`config.mk`:
```
export PLATFORM = sky130hd
export DESIGN_NAME = conn_loopback_tester
export DESIGN_NICKNAME = d
export VERILOG_FILES = /design/src/rtl/conn_test_pkg.sv /design/src/rtl/conn_step_timer.sv /design/src/rtl/conn_loopback_tester.sv
export SDC_FILE = /design/constraint.sdc
export NUM_CORES = 1
export LEC_CHECK = 0
export CAP_MARGIN = 20
export CORE_AREA = 2 2 203 205
export CTS_CLUSTER_SIZE = 25
export DETAILED_ROUTE_END_ITERATION = 8
export DIE_AREA = 0 0 205 207
export DONT_BUFFER_PORTS = 1
export PLACE_DENSITY = 0.58
export SYNTH_ARGS = -nofsm -noshare
export SYNTH_HDL_FRONTEND = slang
export SYNTH_SLANG_ARGS = --single-unit
```
`constraint.sdc`:
```
create_clock -name clk_i -period 7.9 [get_ports clk_i]
set_input_delay 1.58 -clock clk_i [delete_from_list [all_inputs] [get_ports clk_i]]
set_output_delay 1.58 -clock clk_i [all_outputs]
set_load 0.05 [all_outputs]
```
`src/rtl/conn_test_pkg.sv`:
```
// Shared types and defaults for the connector test models and the loopback tester.
package conn_test_pkg;

    typedef enum logic [1:0] {
        ST_IDLE    = 2'd0,
        ST_SETTLE  = 2'd1,
        ST_COMPARE = 2'd2,
        ST_FINISH  = 2'd3
    } conn_state_t;

    localparam logic WALK_ONE  = 1'b0;
    localparam logic WALK_ZERO = 1'b1;

    localparam int NPINS_DEF  = 165;
    localparam int SETTLE_DEF = 4;
    localparam int IDXW_DEF   = 8;

endpackage

```
`src/rtl/conn_step_timer.sv`:
```
// Settle down-counter: loads SETTLE-1, counts to zero while enabled, flags expiry
// on the last settle cycle.
module conn_step_timer
    import conn_test_pkg::*;
#(
    parameter int SETTLE = SETTLE_DEF
) (
    input  logic clk_i,
    input  logic rst_i,
    input  logic load_i,
    input  logic en_i,
    output logic expire_o
);

    localparam int CW = (SETTLE > 1) ? $clog2(SETTLE) : 1;

    logic [CW-1:0] cnt_q;
    logic [CW-1:0] cnt_d;

    always_comb begin
        cnt_d = cnt_q;
        if (load_i) begin
            cnt_d = CW'(SETTLE - 1);
        end else if (en_i && (cnt_q != '0)) begin
            cnt_d = cnt_q - CW'(1);
        end
    end

    always_ff @(posedge clk_i or posedge rst_i) begin
        if (rst_i) begin
            cnt_q <= '0;
        end else begin
            cnt_q <= cnt_d;
        end
    end

    assign expire_o = en_i && (cnt_q == '0);

endmodule

```
`src/rtl/conn_loopback_tester.sv`:
```
// Walking-one / walking-zero connector loopback tester: drives one pattern per pin,
// compares the looped-back value, and records fault count and first failure.
//
// state      | meaning
// ST_IDLE    | outputs off, waiting for START
// ST_SETTLE  | pattern i driven, waiting SETTLE cycles for loopback
// ST_COMPARE | sample RCV against the driven pattern, advance i
// ST_FINISH  | one-cycle DONE, PASS reflects the completed run
module conn_loopback_tester
    import conn_test_pkg::*;
#(
    parameter int NPINS  = NPINS_DEF,
    parameter int SETTLE = SETTLE_DEF,
    parameter int IDXW   = IDXW_DEF
) (
    input  logic             clk_i,
    input  logic             rst_i,
    input  logic             start_i,
    input  logic             mode_i,
    input  logic             abort_i,
    output logic [NPINS-1:0] drv_o,
    output logic             drv_oe_o,
    input  logic [NPINS-1:0] rcv_i,
    output logic             busy_o,
    output logic             done_o,
    output logic             pass_o,
    output logic [IDXW-1:0]  fault_cnt_o,
    output logic [IDXW-1:0]  first_idx_o,
    output logic [NPINS-1:0] first_diff_o
);

    localparam logic [IDXW-1:0] LAST_IDX = IDXW'(NPINS - 1);
    localparam logic [IDXW-1:0] CNT_MAX  = '1;

    conn_state_t      state_q, state_d;
    logic             mode_q, mode_d;
    logic [IDXW-1:0]  idx_q, idx_d;
    logic [IDXW-1:0]  fcnt_q, fcnt_d;
    logic [IDXW-1:0]  fidx_q, fidx_d;
    logic [NPINS-1:0] fdiff_q, fdiff_d;
    logic             pass_q, pass_d;

    logic             timer_load;
    logic             timer_expire;
    logic [NPINS-1:0] pattern;
    logic [NPINS-1:0] diff;
    logic             driving;

    conn_step_timer #(
        .SETTLE (SETTLE)
    ) u_step_timer (
        .clk_i    (clk_i),
        .rst_i    (rst_i),
        .load_i   (timer_load),
        .en_i     (state_q == ST_SETTLE),
        .expire_o (timer_expire)
    );

    always_comb begin
        pattern = NPINS'(1) << idx_q;
        if (mode_q == WALK_ZERO) begin
            pattern = ~pattern;
        end
    end

    assign driving = (state_q == ST_SETTLE) || (state_q == ST_COMPARE);
    assign diff    = rcv_i ^ pattern;

    always_comb begin
        state_d    = state_q;
        mode_d     = mode_q;
        idx_d      = idx_q;
        fcnt_d     = fcnt_q;
        fidx_d     = fidx_q;
        fdiff_d    = fdiff_q;
        pass_d     = pass_q;
        timer_load = 1'b0;

        case (state_q)
            ST_IDLE: begin
                if (start_i) begin
                    mode_d     = mode_i;
                    idx_d      = '0;
                    fcnt_d     = '0;
                    fidx_d     = '0;
                    fdiff_d    = '0;
                    pass_d     = 1'b0;
                    timer_load = 1'b1;
                    state_d    = ST_SETTLE;
                end
            end
            ST_SETTLE: begin
                if (abort_i) begin
                    pass_d  = 1'b0;
                    state_d = ST_IDLE;
                end else if (timer_expire) begin
                    state_d = ST_COMPARE;
                end
            end
            ST_COMPARE: begin
                if (abort_i) begin
                    pass_d  = 1'b0;
                    state_d = ST_IDLE;
                end else begin
                    // fcnt_q is zero exactly until the first failure since it saturates.
                    if (diff != '0) begin
                        if (fcnt_q == '0) begin
                            fidx_d  = idx_q;
                            fdiff_d = diff;
                        end
                        if (fcnt_q != CNT_MAX) begin
                            fcnt_d = fcnt_q + IDXW'(1);
                        end
                    end
                    if (idx_q == LAST_IDX) begin
                        pass_d  = (fcnt_d == '0);
                        state_d = ST_FINISH;
                    end else begin
                        idx_d      = idx_q + IDXW'(1);
                        timer_load = 1'b1;
                        state_d    = ST_SETTLE;
                    end
                end
            end
            ST_FINISH: begin
                if (abort_i) begin
                    pass_d = 1'b0;
                end
                state_d = ST_IDLE;
            end
            default: begin
                state_d = ST_IDLE;
            end
        endcase
    end

    always_ff @(posedge clk_i or posedge rst_i) begin
        if (rst_i) begin
            state_q <= ST_IDLE;
            mode_q  <= WALK_ONE;
            idx_q   <= '0;
            fcnt_q  <= '0;
            fidx_q  <= '0;
            fdiff_q <= '0;
            pass_q  <= 1'b0;
        end else begin
            state_q <= state_d;
            mode_q  <= mode_d;
            idx_q   <= idx_d;
            fcnt_q  <= fcnt_d;
            fidx_q  <= fidx_d;
            fdiff_q <= fdiff_d;
            pass_q  <= pass_d;
        end
    end

    assign drv_o        = driving ? pattern : '0;
    assign drv_oe_o     = driving;
    assign busy_o       = (state_q != ST_IDLE);
    assign done_o       = (state_q == ST_FINISH);
    assign pass_o       = pass_q;
    assign fault_cnt_o  = fcnt_q;
    assign first_idx_o  = fidx_q;
    assign first_diff_o = fdiff_q;

endmodule

```
==> metrics.txt <==
fraction of registers with async set/reset 1.000; drt via density 6.309; Die W 205 um; Cells after Synth 2163; slew of the pin with the lowest slew margin 1.222 ns; 1st-iter DRT viols 1682; Slew headroom 0.1828; GR Util All Layers 0.3634; die height 207 um; Top delay family on crit path simple AND/OR/NAND/NOR gates; Hold Fails Final Rpt 0; Hold Crit Class register to register; Final GP Congestion 0.9883; post-CTS setup buffers 0; post-route ant nets 0; Net Count, Synth 2346; sequential share of the synthesized area 0.2817; TritonCTS Sinks 195; Place WS 2.105 ns; DP HPWL 59090 um; Syn Std Cell Area 0.01732 mm2; vias after detailed routing 16360; placed cells 2559; Synth Register Bits 195; fmax 169.6 MHz; synthesis warning total 0; status finished, final reports clean; commonest non-fill, non-tap cell in the layout nand2_1; total grt overflow 0; CP Max Fanout 17; RSZ-0062 raised after global routing no; Finished Layout Cells 2593; hold-fix buffers at CTS 0; core area 0.04037 mm2; TritonCTS clock tree yes; Setup-failing EPs final 0; Starting Density 0.4291; fill count 4062; CP Buf/Inv Count 1; multi-input logic area 0.01158 mm2; Worst-path clk slew 0.08 ns; Tcrit/Tclk final 0.7463; die area 0.04244 mm2; first-pass iteration count of the detailed router 6; CTS H-tree lvls 4; Ant. Diodes 0; post-layout minimum cycle time 5.896 ns; Peak VDD IR 0.0003389 V; Data required, critical path 6.32 ns; Slew Limit Fails 0; Syn Area/Cell 8.009 um2; PwrDens 453.3 mW/mm2; CP Data Arrival Time 4.32 ns; drt total wl 78610 um; slowest stage delay, CP 1.07 ns; Max Cap Viol 0; critical path class register to primary output; worst setup margin 2.004 ns; worst hold margin 0.5426 ns; CTS Buf Count 17; initial antenna violation count 0; Storage cell area 0.004883 mm2; routed len/inst 30.32 um; P&R area growth vs syn 5.532%; port bufs 0; Worst-Skew Late Latency 0.49 ns; largest net degree at the start of global routing 112; worst path cell trace inv_1, ha_1, nand3_1, nor2_1, xnor2_1, nor2b_1; drc violations 0; fin util 0.4529; Worst Setup Start Kind register; Setup Total Neg Slack 0 ns; vias in the first global route 15470; post_cts resized 0; number of synthesized flops with an enable pin 0; Worst Skew 0.01649 ns; row cnt 74; first-pass GRT wire length 112500 um; Netlist cell types 84; Critical Path Sink Type primary output; number of top-level pins 520; Leakage Power 6.841 nW; clk root buf clkbuf_16; CP max stage cell nand3_1; Primary FF master, synth dfrtp_1; Longest Clk Path Bufs 2; share of layout cells above drive strength 1 0.05483; most frequent cells in the layout 258 x nand2_1, 232 x xnor2_1, 194 x xor2_1, 194 x dfrtp_1, 176 x nor2b_1; Nets 2231
[per-stage QoR]
| stage | cell area [um2] | power (W) |
|---|---|---|
| finish | 18280 | 0.008287 |
| global route | 18280 | 0.008635 |
| CTS | 18240 | 0.008282 |
| detailed placement | 17570 | 0.007222 |
| global placement | 17550 | 0.007185 |
| floorplan | 17320 | 0.006346 |
[final cells by class]
| class | count | share of cell area |
|---|---|---|
| Inverter | 17 | 0.003969 |
| Sequential cell | 195 | 0.2671 |
| Clock buffer | 18 | 0.02347 |
| Multi-Input combinational cell | 1773 | 0.6337 |
| Timing Repair Buffer | 44 | 0.02183 |
| Clock inverter | 14 | 0.01355 |
| Tap cell | 532 | 0.03641 |
[power breakdown]
| part | leakage (nW) | switching [W] | internal, W |
|---|---|---|---|
| Clock | 0.316 | 0.000457 | 0.000599 |
| Sequential | 2.70 | 0.000948 | 0.00119 |
| Combinational | 3.83 | 0.00396 | 0.00113 |
[metal layers]
layer,track usage,up-vias,routed length (um)
li1,-,7194,-
met5,0,-,0
met3,0.1200,180,9178
met1,0.4476,8030,29730
met4,0.1724,0,4105
met2,0.5706,956,35600
[final timing paths]
path                                  startpoint                    end  slack (ns)  depth (start not counted)
max                                     idx_q[0]             drv_o[110]        2.00                          6
min                        u_step_timer.cnt_q[1]  u_step_timer.cnt_q[1]        0.54                          2
max reg2reg                             idx_q[0]      first_diff_o[146]        2.04                         14
min reg2reg                u_step_timer.cnt_q[1]  u_step_timer.cnt_q[1]        0.54                          2
max in group asynchronous                  rst_i                 mode_q        5.51                          2
min in group asynchronous                  rst_i      first_diff_o[129]        1.00                          1
[registers in the layout, indices dropped and copies added, names as in the netlist]
signal and flops:
mode_q 1, first_idx_o 8, idx_q 8, pass_o 1, state_q 2, u_step_timer.cnt_q 2
fault_cnt_o 8, first_diff_o 165
[cells in the mapped netlist (28+ instances only)]
master    count  share of area
a21oi_1      34         0.0098
and3_1       28          0.010
buf_1        29         0.0063
buf_2        36          0.010
clkbuf_1     82          0.018
dfrtp_1     195           0.28
nand2_1     259          0.056
nand2b_1     42          0.015
nand3_1      43          0.012
nand4_1      33          0.012
nor2_1      149          0.032
nor2b_1     176          0.064
nor3_1       41          0.012
o21ai_0     118          0.034
o21ai_1      44          0.013
o31ai_1      54          0.023
or3_1        29          0.010
xnor2_1     232           0.12
xor2_1      194          0.098
[worst register-to-register path, cell delays in order, from the launching register on]
cell and delay, ns:
dfrtp_1 0.43, inv_1 0.16, ha_1 0.64, nand3_1 1.07, nor2_2 0.40, xnor2_1 0.24, a221oi_2 0.35, nand3_1 0.16
or4_4 0.57, nor4_4 0.37, nand3_4 0.24, a21oi_4 0.41, buf_12 0.45, nand2_1 0.17, o31ai_1 0.09
[cells by family (layout without fill, tap and decap cells)]
logic type	after synthesis	in the layout	share of synthesized area
simple gates	917	917	0.2833
xor+xnor	426	426	0.2154
compound gates	400	400	0.1489
flops	195	195	0.2817
buf+inv	195	93	0.05135
mux	17	17	0.01004
fa+ha+maj	13	13	0.009389
No activity file was read; power rests on OpenSTA's default activity.
